$ cat src/rtl/alu_op_sequencer_if.sv
// alu_op_sequencer_if
// Groups the request channel, the TotalALU drive/sample lines and the
// response channel of alu_op_sequencer. The sequencer takes the slave
// modport. The requester/ALU environment takes the master modport.
interface alu_op_sequencer_if;
  logic        req_valid;
  logic        req_ready;
  logic [5:0]  req_funct;
  logic [31:0] req_a;
  logic [31:0] req_b;
  logic [31:0] alu_dataA;
  logic [31:0] alu_dataB;
  logic [5:0]  alu_signal;
  logic [31:0] alu_result;
  logic        rsp_valid;
  logic        rsp_ready;
  logic [31:0] rsp_hi;
  logic [31:0] rsp_lo;
  logic        rsp_err;

  modport slave (
    input  req_valid, req_funct, req_a, req_b, alu_result, rsp_ready,
    output req_ready, alu_dataA, alu_dataB, alu_signal, rsp_valid, rsp_hi, rsp_lo, rsp_err
  );

  modport master (
    output req_valid, req_funct, req_a, req_b, alu_result, rsp_ready,
    input  req_ready, alu_dataA, alu_dataB, alu_signal, rsp_valid, rsp_hi, rsp_lo, rsp_err
  );
endinterface

$ cat src/rtl/alu_op_sequencer.sv
// alu_op_sequencer
// Accepts one operation at a time and drives the TotalALU. Single-cycle
// functs are issued for one cycle. MULTU/DIVU are held for MUL_CYCLES
// cycles, then HI and LO are read back with MFHI/MFLO. A 64-bit result is
// returned over a valid/ready response channel.
// Optional feature: define ALU_SEQ_OVERLAP_EN to let a new request be
// accepted on the same edge as the response handshake.
module alu_op_sequencer #(
  parameter int MUL_CYCLES = 32,
  parameter int ALU_LAT    = 1
) (
  input logic               clk,
  input logic               reset,
  alu_op_sequencer_if.slave bus
);

  localparam logic [5:0] FN_AND   = 6'd36;
  localparam logic [5:0] FN_OR    = 6'd37;
  localparam logic [5:0] FN_ADD   = 6'd32;
  localparam logic [5:0] FN_SUB   = 6'd34;
  localparam logic [5:0] FN_SLT   = 6'd42;
  localparam logic [5:0] FN_SRL   = 6'd2;
  localparam logic [5:0] FN_MULTU = 6'd25;
  localparam logic [5:0] FN_DIVU  = 6'd27;
  localparam logic [5:0] FN_MFHI  = 6'b010000;
  localparam logic [5:0] FN_MFLO  = 6'b010010;
  localparam logic [5:0] FN_NOP   = 6'b000000;

  localparam int              CNT_W    = 16;
  localparam logic [CNT_W-1:0] MUL_LAST = CNT_W'(MUL_CYCLES - 1);
  localparam logic [CNT_W-1:0] LAT_LAST = CNT_W'(ALU_LAT - 1);

  typedef enum logic [3:0] {
    IDLE    = 4'd0,
    ISSUE   = 4'd1,
    WAIT    = 4'd2,
    MUL_RUN = 4'd3,
    RD_HI   = 4'd4,
    WAIT_HI = 4'd5,
    RD_LO   = 4'd6,
    WAIT_LO = 4'd7,
    RESP    = 4'd8
  } state_t;

  function automatic logic isSingle(input logic [5:0] f);
    case (f)
      FN_AND, FN_OR, FN_ADD, FN_SUB, FN_SLT, FN_SRL: isSingle = 1'b1;
      default:                                       isSingle = 1'b0;
    endcase
  endfunction

  function automatic logic isMul(input logic [5:0] f);
    case (f)
      FN_MULTU, FN_DIVU: isMul = 1'b1;
      default:           isMul = 1'b0;
    endcase
  endfunction

  // First state of an accepted op. Unsupported functs go straight to an error response.
  function automatic state_t entryState(input logic [5:0] f);
    if (isSingle(f)) begin
      entryState = ISSUE;
    end else if (isMul(f)) begin
      entryState = MUL_RUN;
    end else begin
      entryState = RESP;
    end
  endfunction

  // Value on the ALU Signal lines while in a given state.
  function automatic logic [5:0] signalFor(input state_t s, input logic [5:0] f);
    case (s)
      ISSUE, MUL_RUN: signalFor = f;
      RD_HI:          signalFor = FN_MFHI;
      RD_LO:          signalFor = FN_MFLO;
      default:        signalFor = FN_NOP;
    endcase
  endfunction

  state_t           state_r;
  state_t           nextState_s;
  logic [CNT_W-1:0] cnt_r;
  logic             cntDone_s;
  logic [5:0]       funct_r;
  logic [5:0]       nextFunct_s;
  logic [31:0]      dataA_r;
  logic [31:0]      dataB_r;
  logic [5:0]       aluSignal_r;
  logic             rspValid_r;
  logic [31:0]      rspHi_r;
  logic [31:0]      rspLo_r;
  logic             rspErr_r;
  logic             reqReady_s;
  logic             accept_s;
  logic             rspHs_s;
  logic             newErr_s;

  // Ready is high only when a new op can start, and never while reset is held.
  always_comb begin
    reqReady_s = 1'b0;
    if (reset) begin
      reqReady_s = 1'b0;
    end else if (state_r == IDLE) begin
      reqReady_s = 1'b1;
`ifdef ALU_SEQ_OVERLAP_EN
    end else if (state_r == RESP) begin
      reqReady_s = bus.rsp_ready;
`endif
    end else begin
      reqReady_s = 1'b0;
    end
  end

  assign accept_s    = bus.req_valid && reqReady_s;
  assign rspHs_s     = (state_r == RESP) && bus.rsp_ready;
  assign newErr_s    = accept_s && !isSingle(bus.req_funct) && !isMul(bus.req_funct);
  assign nextFunct_s = accept_s ? bus.req_funct : funct_r;

  // Terminal-count detect for the multiply hold and the ALU latency waits.
  always_comb begin
    cntDone_s = 1'b0;
    case (state_r)
      MUL_RUN:               cntDone_s = (cnt_r == MUL_LAST);
      WAIT, WAIT_HI, WAIT_LO: cntDone_s = (cnt_r == LAT_LAST);
      default:               cntDone_s = 1'b0;
    endcase
  end

  // Next-state decode.
  always_comb begin
    nextState_s = state_r;
    case (state_r)
      IDLE: begin
        if (accept_s) nextState_s = entryState(bus.req_funct);
        else          nextState_s = IDLE;
      end
      ISSUE:   nextState_s = WAIT;
      WAIT: begin
        if (cntDone_s) nextState_s = RESP;
        else           nextState_s = WAIT;
      end
      MUL_RUN: begin
        if (cntDone_s) nextState_s = RD_HI;
        else           nextState_s = MUL_RUN;
      end
      RD_HI:   nextState_s = WAIT_HI;
      WAIT_HI: begin
        if (cntDone_s) nextState_s = RD_LO;
        else           nextState_s = WAIT_HI;
      end
      RD_LO:   nextState_s = WAIT_LO;
      WAIT_LO: begin
        if (cntDone_s) nextState_s = RESP;
        else           nextState_s = WAIT_LO;
      end
      RESP: begin
        if (accept_s)     nextState_s = entryState(bus.req_funct);
        else if (rspHs_s) nextState_s = IDLE;
        else              nextState_s = RESP;
      end
      default: nextState_s = IDLE;
    endcase
  end

  // State register.
  always_ff @(posedge clk or posedge reset) begin
    if (reset) state_r <= IDLE;
    else       state_r <= nextState_s;
  end

  // Cycle counter: restarts on every state change, advances only in counting states.
  always_ff @(posedge clk or posedge reset) begin
    if (reset) begin
      cnt_r <= {CNT_W{1'b0}};
    end else if (nextState_s != state_r) begin
      cnt_r <= {CNT_W{1'b0}};
    end else if ((state_r == MUL_RUN) || (state_r == WAIT) ||
                 (state_r == WAIT_HI) || (state_r == WAIT_LO)) begin
      cnt_r <= cnt_r + CNT_W'(1);
    end else begin
      cnt_r <= cnt_r;
    end
  end

  // Latch funct and operands at acceptance; operands stay on the ALU inputs until the next op.
  always_ff @(posedge clk or posedge reset) begin
    if (reset) begin
      funct_r <= 6'd0;
      dataA_r <= 32'd0;
      dataB_r <= 32'd0;
    end else if (accept_s) begin
      funct_r <= bus.req_funct;
      dataA_r <= bus.req_a;
      dataB_r <= bus.req_b;
    end else begin
      funct_r <= funct_r;
      dataA_r <= dataA_r;
      dataB_r <= dataB_r;
    end
  end

  // ALU Signal and response-valid are registered from the upcoming state.
  always_ff @(posedge clk or posedge reset) begin
    if (reset) begin
      aluSignal_r <= FN_NOP;
      rspValid_r  <= 1'b0;
    end else begin
      aluSignal_r <= signalFor(nextState_s, nextFunct_s);
      rspValid_r  <= (nextState_s == RESP);
    end
  end

  // Response payload: error marking at acceptance, result capture at the end of each wait.
  always_ff @(posedge clk or posedge reset) begin
    if (reset) begin
      rspHi_r  <= 32'd0;
      rspLo_r  <= 32'd0;
      rspErr_r <= 1'b0;
    end else if (newErr_s) begin
      rspHi_r  <= 32'd0;
      rspLo_r  <= 32'd0;
      rspErr_r <= 1'b1;
    end else if (accept_s) begin
      rspErr_r <= 1'b0;
    end else if ((state_r == WAIT) && cntDone_s) begin
      rspHi_r <= 32'd0;
      rspLo_r <= bus.alu_result;
    end else if ((state_r == WAIT_HI) && cntDone_s) begin
      rspHi_r <= bus.alu_result;
    end else if ((state_r == WAIT_LO) && cntDone_s) begin
      rspLo_r <= bus.alu_result;
    end else if (rspHs_s) begin
      rspErr_r <= 1'b0;
    end else begin
      rspHi_r  <= rspHi_r;
      rspLo_r  <= rspLo_r;
      rspErr_r <= rspErr_r;
    end
  end

  assign bus.req_ready  = reqReady_s;
  assign bus.alu_dataA  = dataA_r;
  assign bus.alu_dataB  = dataB_r;
  assign bus.alu_signal = aluSignal_r;
  assign bus.rsp_valid  = rspValid_r;
  assign bus.rsp_hi     = rspHi_r;
  assign bus.rsp_lo     = rspLo_r;
  assign bus.rsp_err    = rspErr_r;

endmodule

$ cat src/flat_wrapper.sv
// flat-port wrapper written by rule: the top's interface ports become plain ports
module alu_op_sequencer_flat 
#(
  parameter int MUL_CYCLES = 32,
  parameter int ALU_LAT    = 1
)
  (clk, reset, bus_req_valid, bus_req_funct, bus_req_a, bus_req_b, bus_alu_result, bus_rsp_ready, bus_req_ready, bus_alu_dataA, bus_alu_dataB, bus_alu_signal, bus_rsp_valid, bus_rsp_hi, bus_rsp_lo, bus_rsp_err);
  alu_op_sequencer_if bus_i ();
  input logic clk;
  input logic reset;
  input wire logic [$bits(bus_i.req_valid)-1:0] bus_req_valid;
  input wire logic [$bits(bus_i.req_funct)-1:0] bus_req_funct;
  input wire logic [$bits(bus_i.req_a)-1:0] bus_req_a;
  input wire logic [$bits(bus_i.req_b)-1:0] bus_req_b;
  input wire logic [$bits(bus_i.alu_result)-1:0] bus_alu_result;
  input wire logic [$bits(bus_i.rsp_ready)-1:0] bus_rsp_ready;
  output wire logic [$bits(bus_i.req_ready)-1:0] bus_req_ready;
  output wire logic [$bits(bus_i.alu_dataA)-1:0] bus_alu_dataA;
  output wire logic [$bits(bus_i.alu_dataB)-1:0] bus_alu_dataB;
  output wire logic [$bits(bus_i.alu_signal)-1:0] bus_alu_signal;
  output wire logic [$bits(bus_i.rsp_valid)-1:0] bus_rsp_valid;
  output wire logic [$bits(bus_i.rsp_hi)-1:0] bus_rsp_hi;
  output wire logic [$bits(bus_i.rsp_lo)-1:0] bus_rsp_lo;
  output wire logic [$bits(bus_i.rsp_err)-1:0] bus_rsp_err;
  assign bus_i.req_valid = bus_req_valid;
  assign bus_i.req_funct = bus_req_funct;
  assign bus_i.req_a = bus_req_a;
  assign bus_i.req_b = bus_req_b;
  assign bus_i.alu_result = bus_alu_result;
  assign bus_i.rsp_ready = bus_rsp_ready;
  assign bus_req_ready = bus_i.req_ready;
  assign bus_alu_dataA = bus_i.alu_dataA;
  assign bus_alu_dataB = bus_i.alu_dataB;
  assign bus_alu_signal = bus_i.alu_signal;
  assign bus_rsp_valid = bus_i.rsp_valid;
  assign bus_rsp_hi = bus_i.rsp_hi;
  assign bus_rsp_lo = bus_i.rsp_lo;
  assign bus_rsp_err = bus_i.rsp_err;
  alu_op_sequencer #(.MUL_CYCLES(MUL_CYCLES), .ALU_LAT(ALU_LAT)) u_core (.clk(clk), .reset(reset), .bus(bus_i));
endmodule
$ cat config.mk
export PLATFORM = sky130hd
export DESIGN_NAME = alu_op_sequencer_flat
export DESIGN_NICKNAME = d
export VERILOG_FILES = /design/src/rtl/alu_op_sequencer_if.sv /design/src/rtl/alu_op_sequencer.sv /design/src/flat_wrapper.sv
export SDC_FILE = /design/constraint.sdc
export NUM_CORES = 1
export LEC_CHECK = 0
export BUFFER_PORTS_ARGS = -buffer_cell sky130_fd_sc_hd__buf_2
export CORE_AREA = 5 5 132 134
export CTS_BUF_LIST = sky130_fd_sc_hd__clkbuf_8
export DETAILED_ROUTE_END_ITERATION = 6
export DIE_AREA = 0 0 137 139
export MAX_ROUTING_LAYER = met4
export PLACE_DENSITY = 0.74
export SETUP_SLACK_MARGIN = 0.5
export SLEW_MARGIN = 15
export SYNTH_ARGS = -nofsm -noshare
export SYNTH_HDL_FRONTEND = slang
export SYNTH_SLANG_ARGS = --single-unit
$ cat constraint.sdc
create_clock -name clk -period 5.7 [get_ports clk]
set_input_delay 1.14 -clock clk [delete_from_list [all_inputs] [get_ports clk]]
set_output_delay 1.14 -clock clk [all_outputs]
set_load 0.03 [all_outputs]
## Yosys cells after proc, flatten, opt, wreduce, memory -nomap -nowiden

Cells that the tools add are included.

- Latch bits: 0
- Memories kept: 0
- Bits in read-only memories: 0
- Word-level logic and storage cells: 109
- Register bits: 162
- Input bits: 106
- Output and inout port bits: 137
- Bits in writable memories: 0

- Div/mod/pow operators: 0
- Bitwise gates (word level): 0
- Multiply operators: 0
- Order comparisons: 0
- Equal/unequal tests: 28
- Add/sub/neg operators: 1
- Muxes and demuxes: 45
- Reductions and logical operators: 25
- Shifts and indexed selects: 0

Operator list:

| operator | count |
|---|---|
| 32-bit two-way mux | 9 |
| 4-bit two-way mux | 9 |
| 4-bit one-hot mux with 9 select lines | 1 |
| 16-bit two-way mux | 2 |
| 6-bit equality test, second input constant | 5 |
| 4-bit by 3-bit equality test with 1-bit output, second input constant | 6 |
| 1-bit two-way mux | 19 |
| 6-bit one-hot mux with 3 select lines | 1 |
| 16-bit by 1-bit adder with 16-bit output, second input constant | 1 |
| 16-bit by 5-bit equality test with 1-bit output, second input constant | 1 |
| 16-bit zero test | 1 |
| 4-bit by 2-bit equality test with 1-bit output, second input constant | 3 |
| 6-bit by 5-bit equality test with 1-bit output, second input constant | 2 |
| 3-bit by 1-bit != test with 1-bit output, second input constant | 4 |
| 3-bit nonzero test | 3 |
| 4-bit by 1-bit equality test with 1-bit output, second input constant | 2 |
| 4-bit equality test, second input constant | 2 |
| 1-bit logical AND | 7 |
| 6-bit by 2-bit equality test with 1-bit output, second input constant | 1 |
| 6-bit two-way mux | 1 |
| 6-bit OR reduction | 1 |
| 4-bit zero test | 1 |
| 4-bit != test | 1 |
| 4-bit AND reduction | 1 |
| other kinds (11) | 15 |

## Logic depth before layout (Yosys ltp)

Gate-level depths: netlist of the first run.

- Word-level depth: 16
- Gate-level depth with buffers: 9
- Gate-level depth less buffers: 7

## Least setup slack after synthesis of the first run

Ideal clock, no wire load.

- Path type: input to output
- From: input port reset
- To: output port bus_req_ready
- Data required time: 4.560 ns
- Path buffers: 0
- Stages on the path: 1
- Slack: 2.724 ns
- Data arrival time: 1.836 ns
- Cell sequence: nor3_1

- Longest elaborated chain between the ends: 1

Ends and longest elaborated chain:

| element | RTL line | text |
|---|---|---|
| start, declared | flat_wrapper.sv:10 | `input logic reset;` |
| 1-bit two-way mux | alu_op_sequencer.sv:101 | `if (reset) begin` |
| end, declared | flat_wrapper.sv:17 | `output wire logic [$bits(bus_i.req_ready)-1:0] bus_req_ready;` |

No other way between the ends.

## Worst setup path after layout of the first run

- From: register u_core.state_r[0]
- To: output port bus_req_ready

- Longest elaborated chain between the ends: 3

Ends and longest elaborated chain:

| element | RTL line | text |
|---|---|---|
| start, declared | alu_op_sequencer.sv:80 | `state_t state_r;` |
| start signal, assigned | alu_op_sequencer.sv:168 | `else state_r <= nextState_s;` |
| 4-bit zero test | alu_op_sequencer.sv:103 | `end else if (state_r == IDLE) begin` |
| 1-bit two-way mux | alu_op_sequencer.sv:103 |  |
| 1-bit two-way mux | alu_op_sequencer.sv:101 |  |

No other way between the ends.

==> results of run 1 <==
==> layout by cell type (no fill, tap or decap), types with 5 or more instances in the layout <==
cell and instances:
o211ai_1 32, mux2i_1 35, buf_2 242, dfrtp_1 162
nor2_1 57, nand2_1 213, inv_8 5, inv_1 5
o21ai_0 34, xor2_1 10, nor2b_1 6, xnor2_1 6
clkbuf_8 17, nand3_1 11, o31ai_1 34, buf_4 7
==> worst min path at each step <==
| stage | cells after the start | endpoint | slack (ns) |
|---|---|---|---|
| after floorplan | 2 | u_core.funct_r[0] | 0.43 |
| after global placement | 2 | u_core.funct_r[3] | 0.45 |
| after detailed placement | 2 | u_core.bus.alu_dataB[14] | 0.46 |
| after CTS | 2 | u_core.bus.alu_dataB[21] | 0.48 |
| after global routing | 2 | u_core.bus.alu_dataA[10] | 0.50 |
| final | 2 | u_core.bus.alu_dataB[22] | 0.48 |
==> kinds of logic after synthesis <==
family	Yosys count	synth area share
compound gates	124	0.124
simple gates	320	0.191
xor+xnor	16	0.0199
flops	162	0.575
buf+inv	57	0.0350
mux	36	0.0513
fa+ha+maj	2	0.00355
==> layout make-up <==
| class | instances | area share |
|---|---|---|
| clock buffers | 17 | 0.0264 |
| repair buffers | 250 | 0.145 |
| well taps | 220 | 0.0311 |
| clock inverters | 15 | 0.0211 |
| flip-flops and latches | 162 | 0.458 |
| multi-input cells | 498 | 0.315 |
| inverters | 6 | 0.00297 |
==> stage by stage <==
stage	instances	hold slack (ns)	instance area [sq um]	utilization	setup slack, ns
6_report	1168	0.476	8850	0.547	2.68
5_1_grt	1168	0.501	8850	0.547	2.36
4_1_cts	1168	0.481	8850	0.547	2.36
3_5_place_dp	1136	0.457	8430	0.521	1.86
3_3_place_gp	1136	0.448	8430	0.521	1.88
2_1_floorplan	717	0.434	7050	-	2.50
==> metal layers <==
metal	up-vias	share of wire	wire length, um	global-route usage
met5	-	0	0	-
met4	0	0.016	299	0.0625
met2	224	0.46	8490	0.301
met1	2855	0.44	8180	0.270
li1	2865	-	-	-
met3	25	0.088	1650	0.0591
==> state kept, by name (all words and copies together) (netlist names) <==
signal	count
u_core.bus.alu_dataA	32
u_core.bus.alu_dataB	32
u_core.bus.rsp_hi	32
u_core.bus.rsp_lo	32
u_core.cnt_r	16
u_core.bus.alu_signal	6
u_core.funct_r	6
u_core.state_r	4
u_core.bus.rsp_err	1
u_core.bus.rsp_valid	1
==> worst max-delay path, stage by stage, from the launching register on <==
cell and delay [ns]:
dfrtp_1 0.55, or3_1 0.46, nor3_1 0.15, buf_2 0.25
==> power by group through the flow <==
stage / Combinational, mW / Clock (mW) / Sequential (mW)
floorplan: 0.236 / 0 / 1.74
global placement: 0.821 / 0 / 1.43
detailed placement: 0.837 / 0 / 1.43
CTS: 0.834 / 0.896 / 1.41
global route: 0.893 / 0.944 / 1.43
finish: 0.824 / 0.869 / 1.41
==> metrics, run 1 <==
PwrDens 351 mW/mm^2; first-pass GRT wire length 30.1 mm; Synth Instances 717; RR Startpoint u_core.state_r[0]; initial antenna violation count 0; GRT overflow 0; drt drc 0; DRT Wirelength 18.6 mm; Multi-input gate area roughly 0.0028 sq mm; DR vias/cell 5.11; CP max FO 13; setup TNS 0 ns; # IOs 243; setup violators final 0; min Tclk post-route just over 3 ns; most frequent cell after synthesis nand2_1; TritonCTS Buffers 17; hold crit path type reg2reg; CP startpoint u_core.state_r[0]; Synth Cell Area just over 0.007 sq mm; clk_skew about 0.015 ns; Antenna Nets Post-Route 0; reg2reg end u_core.bus.rsp_hi[16]; number of global-route vias before repair 5869; wire per inst 15.9 um; Pleak 4.91 nW; Final Power 3.10 mW; CP Launch Type register; synthesized net count 825; Post CTS Setup Buffer Count 0; Int Pwr about 1.9 mW; number of hold violations in the final report 0; RSZ-0062 raised after global routing no; via count 5969; Seq cells post-synth roughly 160; Port Buffer Count 242; max-slew violations 0; Max-cap violations 0; # diodes 0; die span in x 137 um; GRT Total Usage 0.203; CP arrival approximately 1.9 ns; power share of the clock group 0.280; die footprint about 0.019 sq mm; fin crit share 0.530; clk buf depth 2; Initial Util 0.436; largest net degree at the start of global routing 163; clk sinks 162; RD Place Congestion 0.802; cell taking the most area after synthesis dfrtp_1; Gate power share 0.265; FF-to-FF path depth 5; post-synthesis sequential area ratio 0.575; core area 0.0162 sq mm; Setup crit end kind output pin; Rel. slew slack 0.302; Synth async-reset ratio 1.00; Max VDD drop 0.000219 V; clock latency on the worst-skew pair 0.46 ns; Worst Setup EP bus_req_ready; Rows 47; Critical Path RT 4.56 ns; post-synth cell types between 40 and 50; ranking of synthesized cells by area dfrtp_1, nand2_1, mux2i_1, o31ai_1, o211ai_1; fin nets 1043; Syn-to-layout area delta 25.5%; post_cts resized 0; CTS tree done; register area 0.00405 sq mm; Psw approximately 1.2 mW; Root Buffer Master clkbuf_8; sw frac 0.379; initial DRC count 337; Reg power frac 0.455; most frequent cells after synthesis nand2_1, dfrtp_1, nor2_1, mux2i_1; r2r setup slk approximately 2.8 ns; number of H-tree levels 4; Max Clock Freq 331 MHz; outcome finished clean; Synth Area per Inst 9.83 sq um; YS warnings 0; CTS Hold Bufs 0; die height 139 um; most common flop cell mapped by yosys dfrtp_1; fraction of layout cells with a size suffix above 1 0.318; EDFF count, synth 0; Filler Cell Count 1449; worst slew pin tran 1.04 ns; Setup CP Type reg2out; area fraction of the dominant cell type after synthesis 0.575; HP Start u_core.bus.alu_dataB[22]; HPWL after DPL 13.0 mm; 1st-pass router iterations 5; register clock-pin slew on the reported worst setup and hold paths around 0.10 ns
Note: power is estimated with default switching activity, not from simulation.
==> inputs of run 2 (changes only) <==
--- a/config.mk
+++ b/config.mk
@@ -5,13 +5,14 @@
 export SDC_FILE = /design/constraint.sdc
 export NUM_CORES = 1
 export LEC_CHECK = 0
+export ABC_AREA = 1
 export BUFFER_PORTS_ARGS = -buffer_cell sky130_fd_sc_hd__buf_2
-export CORE_AREA = 5 5 132 134
+export CORE_AREA = 5 5 130 132
 export CTS_BUF_LIST = sky130_fd_sc_hd__clkbuf_8
 export DETAILED_ROUTE_END_ITERATION = 6
-export DIE_AREA = 0 0 137 139
+export DIE_AREA = 0 0 135 137
 export MAX_ROUTING_LAYER = met4
-export PLACE_DENSITY = 0.74
+export PLACE_DENSITY = 0.73
 export SETUP_SLACK_MARGIN = 0.5
 export SLEW_MARGIN = 15
 export SYNTH_ARGS = -nofsm -noshare
==> constraint.sdc (replaced) <==
create_clock -name clk -period 3.1 [get_ports clk]
set_input_delay 0.62 -clock clk [delete_from_list [all_inputs] [get_ports clk]]
set_output_delay 0.62 -clock clk [all_outputs]
set_load 0.03 [all_outputs]
==> run 2 against run 1 <==
  * Die area fell by 2.9%
  * Register-to-register slack got worse by 2.0 ns
  * Largest cell class unchanged
  * Area after synthesis fell by 2.2%
  * Total power rose by 140%
==> metrics, run 2 <==
outcome finished clean; max-slew violations 0; EDFF count, synth 0; setup violators final 0; worst slew pin tran 0.700 ns; RSZ-0062 raised after global routing no; Max VDD drop 0.000548 V; Post-Synth Simple-Gate Area 0.254; post_cts resized 0; # diodes 0; mux cell area share after synthesis 0; CP startpoint u_core.state_r[2]; complex-gate fraction of the synthesized area 0.0610; min Tclk post-route approximately 2.3 ns; die height ~140 um; Filler Cell Count 1455; Setup crit end kind register; Psw 3.09 mW; post-layout util 0.560; 1st-pass router iterations 4; drt drc 0; initial antenna violation count 0; post-synth cell types 29; Rows 46; core area roughly 0.016 sq mm; Int Pwr 4.24 mW; synthesized net count 905; first-pass GRT wire length 29.4 mm; initial DRC count 388; RD Place Congestion roughly 0.82; Pleak 4.92 nW; wire per inst 14.5 um; fraction of layout cells with a size suffix above 1 0.298; hold crit path type in2async; Rel. slew slack 0.534; post-synthesis sequential area ratio 0.588; Port Buffer Count between 200 and 250; most common flop cell mapped by yosys dfrtp_1; largest net degree at the start of global routing 129; DRT Wirelength 18.2 mm; YS warnings 0; HPWL after DPL 12.9 mm; CTS tree done; RR Startpoint u_core.state_r[2]; highest-count cells in the layout ignoring fill and taps buf_2, nand2_1, dfrtp_1; die span in x 135 um; commonest non-fill, non-tap cell in the layout buf_2; Root Buffer Master clkbuf_8; sw frac 0.422; ranking of synthesized cells by area dfrtp_1, nand2_1, o21ai_0, inv_1, nand4_1; setup TNS 0 ns; Reg power frac 0.407; fin crit share 0.754; clk sinks 162; Antenna Nets Post-Route 0; TritonCTS Buffers 17; clk_skew 0.0155 ns; most frequent cell after synthesis nand2_1; GRT overflow 0; CTS Hold Bufs 0; CP Launch Type register; Initial Util 0.442; Synth Instances 797; CP max FO 22; clk buf depth 2; Critical Path RT around 3.5 ns; number of hold violations in the final report 0; power share of the clock group 0.232; register clock-pin slew on the reported worst setup and hold paths 0.10 ns; PwrDens 839 mW/mm^2; fin nets 1140; area fraction of the dominant cell type after synthesis 0.588; Gate power share 0.361; number of H-tree levels 4; Synth async-reset ratio 1.00; CP arrival approximately 2.7 ns; number of global-route vias before repair 6143; Syn-to-layout area delta 26.7%; Synth Cell Area between 0.006 and 0.007 sq mm; # IOs 243; DR vias/cell 4.88; main combinational cell family by area after synthesis simple AND/OR/NAND/NOR gates; xor/xnor cell area share of the yosys netlist 0.0114; Seq cells post-synth 162; Synth Area per Inst 8.65 sq um; cell taking the most area after synthesis dfrtp_1; Adder-Cell Fraction of Synth Area 0.00363; Post CTS Setup Buffer Count 0; via count 6158; Setup CP Type reg2reg; Max Clock Freq between 400 and 500 MHz; Max-cap violations 0; most frequent cells after synthesis nand2_1, dfrtp_1, inv_1, o21ai_0, nand3_1; clock latency on the worst-skew pair 0.46 ns; die footprint 0.0185 sq mm; GRT Total Usage 0.205
[run 2: cell types whose count changed in the layout (fill, tap and decap cells not counted), moves of 16 or more]
| cell | change |
|---|---|
| inv_1 | +95 |
| o21ai_0 | +43 |
| nand4_1 | +42 |
| nand3_1 | +37 |
| mux2i_1 | -35 |
| o31ai_1 | -34 |
| o211ai_1 | -30 |
| nand2_1 | +27 |
| nor2_1 | -16 |
[run 2: critical path: stages, from the launching register on]
cell,delay (ns)
dfrtp_1,0.44
nor2_1,0.24
nand2_1,0.15
nand2_1,0.11
nand2_1,0.06
nand2_1,0.11
nand2_2,0.11
inv_1,0.10
nand2_1,0.08
nand3_2,0.33
buf_4,0.30
nand4_1,0.11
o21ai_0,0.12
[run 2: worst paths after layout]
| path | endpoint | slack (ns) | cells after the start |
|---|---|---|---|
| min reg2reg | u_core.bus.alu_dataB[11] | 0.48 | 2 |
| min | u_core.bus.alu_dataB[26] | 0.32 | 3 |
| min in group clk | u_core.bus.alu_dataA[30] | 0.34 | 3 |
| max reg2reg | u_core.bus.rsp_hi[14] | 0.76 | 12 |
| max in group asynchronous | u_core.bus.rsp_lo[24] | 2.22 | 3 |
| max | u_core.bus.rsp_hi[14] | 0.76 | 12 |
[run 2: stage by stage]
step                worst slack (ns)  total power [mW]  area [sq um]  hold WS, ns  cells
finish                         0.763              7.33          8740        0.320   1261
floorplan                      0.423              4.80          6900        0.445    797
global placement               0.807              5.63          8300        0.458   1229
detailed placement             0.664              5.69          8300        0.459   1229
global route                   0.550              7.75          8740        0.328   1261
CTS                            0.818              7.41          8740        0.307   1261
[run 2: per-layer routing]
layer,vias to the layer above,GRT usage,share of wire
met1,2908,0.241,0.41
met3,43,0.0551,0.069
met2,226,0.334,0.50
li1,2981,-,-
met5,-,-,0
met4,0,0.0873,0.028
[run 2: power by group through the flow]
stage	sequential [mW]	clock, mW	combinational, mW
6_report	2.98	1.70	2.65
3_5_place_dp	3.00	0	2.69
2_1_floorplan	4.05	0	0.748
4_1_cts	2.99	1.74	2.68
3_3_place_gp	3.01	0	2.63
5_1_grt	3.06	1.83	2.87
[run 2: layout make-up]
type / instances / area (sq um) / area share
clock inverters: 14 / 190 / 0.0218
inverters: 104 / 394 / 0.0451
clock buffers: 18 / 248 / 0.0284
multi-input cells: 494 / 2270 / 0.260
well taps: 216 / 270 / 0.0309
flip-flops and latches: 162 / 4050 / 0.464
repair buffers: 253 / 1310 / 0.150
[run 2: kinds of logic after synthesis]
kind of cell	after synthesis
AOI/OAI and AO/OA	83
xor gates and xnor gates	9
adders and majority gates	2
buffers and inverters	141
DFF	162
and+or+nand+nor	400
==> inputs of run 3 (changes only) <==
--- a/config.mk
+++ b/config.mk
@@ -5,14 +5,14 @@
 export SDC_FILE = /design/constraint.sdc
 export NUM_CORES = 1
 export LEC_CHECK = 0
-export ABC_AREA = 1
+export ABC_AREA = 0
 export BUFFER_PORTS_ARGS = -buffer_cell sky130_fd_sc_hd__buf_2
-export CORE_AREA = 5 5 130 132
+export CORE_AREA = 5 5 132 134
 export CTS_BUF_LIST = sky130_fd_sc_hd__clkbuf_8
 export DETAILED_ROUTE_END_ITERATION = 6
-export DIE_AREA = 0 0 135 137
+export DIE_AREA = 0 0 137 139
 export MAX_ROUTING_LAYER = met4
-export PLACE_DENSITY = 0.73
+export PLACE_DENSITY = 0.72
 export SETUP_SLACK_MARGIN = 0.5
 export SLEW_MARGIN = 15
 export SYNTH_ARGS = -nofsm -noshare
==> constraint.sdc (replaced) <==
create_clock -name clk -period 2.3 [get_ports clk]
set_input_delay 0.46 -clock clk [delete_from_list [all_inputs] [get_ports clk]]
set_output_delay 0.46 -clock clk [all_outputs]
set_load 0.03 [all_outputs]
==> run 3 against run 2 <==
  * Sequential power rose by 17%
  * Total power rose by 9.0%
  * First-iteration DRC count rose by 0.77%
  * Critical path type unchanged
  * Largest power group unchanged
  * Routed wire length rose by 13%
  * Die area rose by 3.0%
  * Final cell count fell by 2.9%
==> metrics, run 3 (synthesis gave the netlist of run 1 again) <==
outcome finished clean; core area 0.0162 sq mm; clk sinks roughly 160; Setup crit end kind register; dpl cell area 0.00876 sq mm; number of H-tree levels 4; # IOs approximately 240; register clock-pin slew on the reported worst setup and hold paths 0.09 ns; CP arrival about 2.6 ns; CP Launch Type register; Max VDD drop 0.000553 V; max-slew violations 0; clk buf depth 2; TritonCTS Buffers 17; clk_skew between 0.015 and 0.02 ns; Setup CP Type reg2reg; highest-count cells in the layout ignoring fill and taps buf_2, nand2_1, dfrtp_1; min Tclk post-route 2.21 ns; Initial Util 0.436; initial DRC count between 300 and 400; Max Clock Freq 452 MHz; hold crit path type in2async; fraction of layout cells with a size suffix above 1 0.405; Rel. slew slack 0.611; wire per inst 16.8 um; Max-cap violations 0; RSZ-0062 raised after global routing yes; PwrDens 808 mW/mm^2; DR WL met3 about 1.5 mm; die span in x about 140 um; die height roughly 140 um; via count 6366; Port Buffer Count 242; Syn-to-layout area delta 40.4%; 1st-pass router iterations 7; Critical Path RT 2.65 ns; number of hold violations in the final report 0; wl on met1 approximately 9 mm; GRT Total Usage 0.224; clock latency on the worst-skew pair 0.46 ns; Root Buffer Master clkbuf_8; met2 wire length 9.92 mm; worst hold slack between 0.1 and 0.15 ns; post-placement setup slack -0.0660 ns; post-route cell area approximately 0.01 sq mm; setup ws final 0.0895 ns; uppermost layer routed met4; commonest non-fill, non-tap cell in the layout buf_2; DRT Wirelength between 20 and 25 mm; number of global-route vias before repair 6441; Multi-input gate area 0.00321 sq mm; first-pass GRT wire length ~33 mm; worst slew pin tran 0.581 ns; die footprint roughly 0.019 sq mm; fin crit share 0.961; register area 0.00406 sq mm; setup violators final 0; Pleak 5.31 nW; GRT overflow 0; initial antenna violation count 1; Antenna Nets Post-Route 0; RD Place Congestion 0.842; largest net degree at the start of global routing 97; CP max FO 8; DR vias/cell 5.20; drt drc 0; Rows 47; fin nets 1099; CTS tree done; Filler Cell Count 1327; HPWL after DPL 13.6 mm
==> run 3: critical path: stages (launching register included) <==
cell,delay (ns)
dfrtp_1,0.40
inv_1,0.07
ha_1,0.12
or4b_4,0.50
nor3_4,0.21
buf_6,0.14
o211ai_4,0.16
o21a_4,0.22
o31ai_1,0.27
==> run 3: routing by layer <==
metal	vias up	track usage
met5	-	-
met4	0	0.0604
met3	29	0.0613
met2	246	0.345
met1	3103	0.294
li1	2988	-
==> run 3: stage by stage <==
step | total power, mW | setup TNS, ns | instances | utilization
floorplan | 4.91 | -35.12 | 717 | -
global placement | 5.61 | -0.121 | 1161 | 0.542
detailed placement | 5.64 | -0.904 | 1161 | 0.542
CTS | 8.01 | 0 | 1218 | 0.599
global route | 8.42 | -0.0812 | 1225 | 0.612
finish | 7.99 | 0 | 1225 | 0.612
==> run 3: final cells by class <==
| class | count | share of cell area |
|---|---|---|
| flip-flops and latches | 162 | 0.410 |
| multi-input cells | 502 | 0.325 |
| clock inverters | 14 | 0.0196 |
| well taps | 220 | 0.0278 |
| diodes | 1 | 0.000253 |
| repair buffers | 302 | 0.190 |
| inverters | 6 | 0.00266 |
| clock buffers | 18 | 0.0250 |
==> run 3: repair_timing <==
item	in CTS	in global routing
resized for setup	49	34
setup buffers	19	5
hold buffers	0	0
gates cloned	6	1
setup endpoints to repair	161	150
pin swaps	14	11
==> run 3: worst paths after layout <==
check / start / end / slack (ns) / depth (start not counted)
setup / recovery: u_core.cnt_r[0] / u_core.bus.rsp_hi[17] / 0.09 / 8
hold / removal: reset / u_core.cnt_r[9] / 0.15 / 3
setup reg to reg: u_core.cnt_r[0] / u_core.bus.rsp_hi[17] / 0.09 / 8
hold reg to reg: u_core.bus.alu_dataA[15] / u_core.bus.alu_dataA[15] / 0.47 / 2
max in group asynchronous: reset / u_core.state_r[2] / 1.65 / 3
min in group clk: bus_req_b[11] / u_core.bus.alu_dataB[11] / 0.18 / 3
==> run 3: power breakdown <==
group | internal [mW] | switching (mW) | total, mW
Combinational | 0.684 | 1.54 | 2.23
Clock | 1.14 | 1.13 | 2.27
Sequential | 3.26 | 0.235 | 3.49
